<file path="config.mk">
export PLATFORM = sky130hd
export DESIGN_NAME = fp16_norm_round
export DESIGN_NICKNAME = d
export VERILOG_FILES = /design/src/rtl/fp16_pkg.sv /design/src/rtl/fp16_rne_round.sv /design/src/rtl/fp16_norm_round.sv
export SDC_FILE = /design/constraint.sdc
export NUM_CORES = 1
export LEC_CHECK = 0
export BUFFER_PORTS_ARGS = -buffer_cell sky130_fd_sc_hd__buf_2
export CORE_UTILIZATION = 58
export CTS_BUF_LIST = sky130_fd_sc_hd__clkbuf_4 sky130_fd_sc_hd__clkbuf_8
export DETAILED_ROUTE_END_ITERATION = 8
export PLACE_DENSITY = 0.91
export SLEW_MARGIN = 20
export SYNTH_ARGS = -nofsm -noshare
export SYNTH_HDL_FRONTEND = slang
export SYNTH_SLANG_ARGS = --single-unit
</file>
<file path="constraint.sdc">
create_clock -name clk -period 2.7 [get_ports clk]
set_input_delay 0.135 -clock clk [delete_from_list [all_inputs] [get_ports clk]]
set_output_delay 0.135 -clock clk [all_outputs]
set_load 0.01 [all_outputs]
</file>
<file path="src/rtl/fp16_pkg.sv">
// Shared binary16 constants, raw-sum bit positions and the normalize/round state encoding.
package fp16_pkg;
  localparam int EXP_W    = 5;
  localparam int FRAC_W   = 10;
  localparam int RAW_W    = 15;
  localparam int EXP_BIAS = 15;
  localparam int EXP_MAX  = 2 * EXP_BIAS + 1;

  localparam logic [EXP_W-1:0] EXP_INF = 5'h1F;
  localparam logic [15:0]      QNAN    = 16'h7E00;

  // Raw-sum layout: carry, hidden, fraction lsb, guard, round, sticky
  localparam int B_CARRY  = 14;
  localparam int B_HIDDEN = 13;
  localparam int B_LSB    = 3;
  localparam int B_G      = 2;
  localparam int B_R      = 1;
  localparam int B_S      = 0;

  typedef enum logic [1:0] {
    IDLE  = 2'd0,
    NORM  = 2'd1,
    ROUND = 2'd2,
    DONE  = 2'd3
  } state_t;
endpackage

</file>
<file path="src/rtl/fp16_rne_round.sv">
// Round-to-nearest-even of a normalized (or exp==1 subnormal) raw significand into a packed magnitude.
module fp16_rne_round
  import fp16_pkg::*;
(
  input  logic [RAW_W-1:0] sig,
  input  logic [5:0]       exp_in,
  output logic [14:0]      mag,
  output logic             overflow,
  output logic             underflow,
  output logic             inexact
);

  logic        g, r, s, inc, normal;
  logic [11:0] sum;
  logic [FRAC_W-1:0] frac;
  logic [5:0]  exp_out;

  always_comb begin
    g       = sig[B_G];
    r       = sig[B_R];
    s       = sig[B_S];
    inc     = g & (r | s | sig[B_LSB]);
    sum     = sig[B_CARRY:B_LSB] + {11'd0, inc};
    frac    = sum[9:0];
    normal  = sum[10];
    exp_out = exp_in;
    // Rounding carried into bit 14: the significand is exactly 2.0, renormalize
    if (sum[11]) begin
      frac    = sum[10:1];
      normal  = 1'b1;
      exp_out = exp_in + 6'd1;
    end
    overflow = (exp_out >= 6'(EXP_MAX));
    inexact  = g | r | s | overflow;
    mag      = {5'h00, frac};
    if (overflow) begin
      mag = {EXP_INF, 10'h000};
    end else if (normal) begin
      mag = {exp_out[4:0], frac};
    end
    underflow = !normal && inexact && !overflow;
  end

endmodule

</file>
<file path="src/rtl/fp16_norm_round.sv">
// Sequential normalize-and-round stage: one shift per cycle, RNE rounding, binary16 result over valid/ready.
//   state | meaning
//   IDLE  | waiting for a raw sum; specials resolved at capture
//   NORM  | one-bit right or left normalization per cycle
//   ROUND | apply RNE and pack result/flags (specials pass through)
//   DONE  | result valid, held until out_ready
module fp16_norm_round
  import fp16_pkg::*;
(
  input  logic              clk,
  input  logic              rst,
  input  logic              in_valid,
  output logic              in_ready,
  input  logic              in_sign,
  input  logic [EXP_W-1:0]  in_exp,
  input  logic [RAW_W-1:0]  in_mant,
  input  logic              in_nan,
  input  logic              in_inf,
  output logic              out_valid,
  input  logic              out_ready,
  output logic [15:0]       result,
  output logic              overflow,
  output logic              underflow,
  output logic              inexact
);

  state_t state_q, state_d;
  logic             sign_q, sign_d;
  logic             spec_q, spec_d;
  logic [5:0]       exp_q, exp_d;
  logic [RAW_W-1:0] mant_q, mant_d;
  logic [15:0]      res_d;
  logic             ov_d, un_d, ix_d;

  logic [14:0] rnd_mag;
  logic        rnd_ov, rnd_un, rnd_ix;

  fp16_rne_round u_round (
    .sig       (mant_q),
    .exp_in    (exp_q),
    .mag       (rnd_mag),
    .overflow  (rnd_ov),
    .underflow (rnd_un),
    .inexact   (rnd_ix)
  );

  assign in_ready  = (state_q == IDLE) && !rst;
  assign out_valid = (state_q == DONE);

  always_comb begin
    state_d = state_q;
    sign_d  = sign_q;
    spec_d  = spec_q;
    exp_d   = exp_q;
    mant_d  = mant_q;
    res_d   = result;
    ov_d    = overflow;
    un_d    = underflow;
    ix_d    = inexact;
    case (state_q)
      IDLE: begin
        if (in_valid) begin
          sign_d  = in_sign;
          exp_d   = {1'b0, in_exp};
          mant_d  = in_mant;
          spec_d  = 1'b1;
          state_d = ROUND;
          // Specials are packed now; ROUND only clears the flags for them
          if (in_nan) begin
            res_d = QNAN;
          end else if (in_inf) begin
            res_d = {in_sign, EXP_INF, 10'h000};
          end else if (in_mant == '0) begin
            res_d = {in_sign, 15'h0000};
          end else begin
            spec_d  = 1'b0;
            state_d = NORM;
          end
        end
      end
      NORM: begin
        if (mant_q[B_CARRY]) begin
          mant_d  = {1'b0, mant_q[14:2], mant_q[1] | mant_q[0]};
          exp_d   = exp_q + 6'd1;
          state_d = ROUND;
        end else if (mant_q[B_HIDDEN] || exp_q <= 6'd1) begin
          state_d = ROUND;
        end else begin
          mant_d = {mant_q[13:0], 1'b0};
          exp_d  = exp_q - 6'd1;
        end
      end
      ROUND: begin
        state_d = DONE;
        if (spec_q) begin
          ov_d = 1'b0;
          un_d = 1'b0;
          ix_d = 1'b0;
        end else begin
          res_d = {sign_q, rnd_mag};
          ov_d  = rnd_ov;
          un_d  = rnd_un;
          ix_d  = rnd_ix;
        end
      end
      DONE: begin
        if (out_ready) state_d = IDLE;
      end
      default: state_d = IDLE;
    endcase
  end

  always_ff @(posedge clk) begin
    if (rst) begin
      state_q   <= IDLE;
      sign_q    <= 1'b0;
      spec_q    <= 1'b0;
      exp_q     <= '0;
      mant_q    <= '0;
      result    <= 16'h0000;
      overflow  <= 1'b0;
      underflow <= 1'b0;
      inexact   <= 1'b0;
    end else begin
      state_q   <= state_d;
      sign_q    <= sign_d;
      spec_q    <= spec_d;
      exp_q     <= exp_d;
      mant_q    <= mant_d;
      result    <= res_d;
      overflow  <= ov_d;
      underflow <= un_d;
      inexact   <= ix_d;
    end
  end

endmodule

</file>
==> flow_summary_export.csv <==
group,metric,value,unit
sta,finalClockSkew,6.79,ps
sta,rsz0062_at_grt,"false",
power,ir_worst_vdd,0.679,mV
clock_tree,cts_made_buffers,5,
floorplan,start_util,61.7,%
power,p_leak,1.43,nW
run,drv_cap,0,
clock_tree,cts_tree,"done",
final_layout,design_area,3630,µm²
global_route,grt_pass1_vias,3158,
final_layout,fill_cells,434,
drt,wire_per_inst,16.4,µm
clock_tree,clk_latency,310,ps
final_layout,multiInputGateArea,2120,µm²
synthesis,synthArstFlopShare,0,%
clock_tree,cts_sinks,44,
synthesis,synth_seq_cells,44,
worst_setup_path,setup.worst_path.class,"flip-flop to flip-flop",
placement,place.gp.congestion,0.971,
drt,drt_iter0_markers,285,
floorplan,fp.dieW,76.6,µm
drt,viasPerCell,6.55,
floorplan,dieHeight,76.6,µm
placement,post_dp_cell_area,3530,µm²
synthesis,synth-simple-area-share,23.1,%
sta,tightest_slew,759,ps
clock_tree,cts.clk_slew.worst_paths,100,ps
floorplan,die-area,5870,µm²
floorplan,core,5240,µm²
synthesis,synth_area,3230,µm²
synthesis,synthCells,436,
global_route,track_usage,31.1,%
sta,fin_crit_sh,92.0,%
sta,hold_viol,0,
clock_tree,cts.htree.levels,2,
sta,maxSlewHeadroom,49.4,%
worst_setup_path,required,2900,ps
clock_tree,cts-root-buf,"clkbuf_8",
worst_setup_path,arrival,2690,ps
sta,fin_crit,2480,ps
worst_setup_path,cp-end-kind,"flip-flop",
synthesis,synthAdderAreaFrac,3.10,%
final_layout,ff_latch_area,881,µm²
clock_tree,cts_buffer_depth,2,
power,power_density,1050,nW/µm²
clock_tree,hold_buffers,0,
worst_setup_path,cp_max_fo,15,
synthesis,ys_seq_area_share,27.3,%
floorplan,ios,48,
drt,route.detailed.drc,0,
synthesis,synth_top_family_by_area,"compound AO/OA/AOI/OAI gates",
final_layout,drive_above_1_share,19.1,%
drt,via_count,3552,
final_layout,area_growth,12.5,%
final_layout,final_cell_mix,"55 x a21oi_1, 51 x nor2_1, 47 x buf_2",
synthesis,synth-edff-count,0,
synthesis,synth.area.mux_share,1.28,%
synthesis,ys_warn_count,0,
floorplan,std_cell_rows,26,
synthesis,avgSynthCellArea,7.41,µm²
placement,port_buffers,47,
run_status,outcome,"finished clean",
hold_path,hold_path_class,"input port to flip-flop",
synthesis,synthDistinctLibCells,68,
final_layout,fin_nets,506,
synthesis,synth_compound_area_share,35.1,%
synthesis,ys.flop_type,"dfxtp_1",
global_route,grt-ovfl-total,0,
global_route,grt_pass1_wl,14.9,mm
global_route,grt_max_degree,41,
placement,place_hpwl,6.63,mm
sta,fin_tns_setup,0,ps
synthesis,syn-num-nets,471,
final_layout,final_common_cell,"a21oi_1",
global_route,antenna_found_initial,1,
final_layout,antennaDiodeCount,0,
sta,max_freq,403,MHz
drt,wirelength,8.88,mm
sta,setup_viol,0,
sta,slew_viol_final,0,
drt,postRouteAntennaNets,0,
synthesis,synth-xor-area-share,2.71,%
drt,firstDrtPassIters,5,
worst_setup_path,start_kind,"flip-flop",
power,power.total,3.82,mW
==> layout make-up <==
cell class                      count  share of cell area [%]
Clock buffer                        5                    1.89
Timing Repair Buffer               66                    10.7
Tap cell                           70                    2.41
Sequential cell                    44                    24.2
Inverter                           18                    1.86
Clock inverter                      3                   0.654
Multi-Input combinational cell    336                    58.2
==> per-stage QoR <==
step,std cells,hold WS [ps],setup slack (ps),utilization (%)
after floorplan,436,282,452,-
after global placement,532,402,331,67.3
after detailed placement,532,408,279,67.3
after CTS,540,82.4,262,69.1
after global routing,542,108,12.1,69.4
final,542,79.3,217,69.4
==> power by group <==
group | switching (mW) | total [mW] | internal, mW | leakage, nW
Sequential | 0.327 | 1.18 | 0.852 | 0.361
Clock | 0.255 | 0.438 | 0.184 | 0.0404
Combinational | 1.27 | 2.20 | 0.933 | 1.03
==> worst paths after layout <==
path | slack (ps) | to | from | cells past startpoint
worst min-delay path | 80 | sign_q | in_sign | 3
worst min register to register | 460 | sign_q | sign_q | 2
worst max-delay path | 220 | result[8] | mant_q[9] | 7
worst max register to register | 220 | result[8] | mant_q[9] | 7
==> synth_stat cells, drive strengths merged (6+ instances only) <==
cell type	count	share of area, %
nand3	11	1.7
ha	8	3.1
nand2	38	4.4
nor3b	6	1.5
a32o	9	2.8
nor4	7	1.4
a211oi	23	5.5
nor2	51	5.9
a21oi	55	8.5
o21ai	19	2.9
buf	12	2.4
o211ai	7	1.6
nor3	10	1.5
dfxtp	44	27
clkbuf	26	3.0
inv	17	2.0
xnor2	7	1.9
==> metal layers <==
metal / track usage (%) / vias up / share of wire (%)
met5: 0 / - / 0.090
met4: 7.69 / 2 / 1.6
met3: 6.95 / 26 / 9.3
met2: 50.5 / 215 / 45
met1: 41.4 / 1622 / 44
li1: - / 1687 / -
==> flip-flops by register name, summed over array words and instances, names as in the netlist, 2 cells and up <==
register,count
exp_q,6
state_q,2
result,16
mant_q,15
==> critical path: stages, from the launching register on <==
cell and delay (ps):
dfxtp_1 620, nand4_1 340, o31ai_4 420, buf_4 190
a2111oi_4 70, xnor2_1 170, o21a_4 310, a32o_1 260
==> logic make-up (layout without fill, tap and decap cells) <==
| group | count (synthesis) | count (layout) |
|---|---|---|
| mux | 4 | 4 |
| flops | 44 | 44 |
| simple gates | 152 | 152 |
| xor+xnor | 10 | 10 |
| compound gates | 162 | 162 |
| buf+inv | 56 | 92 |
| fa+ha+maj | 8 | 8 |
==> repair_timing <==
item | in CTS | in global routing
gates resized for setup | 0 | 0
endpoints found under the setup margin | 0 | 1
setup buffers | 0 | 2
Note: power is estimated with default switching activity, not from simulation.
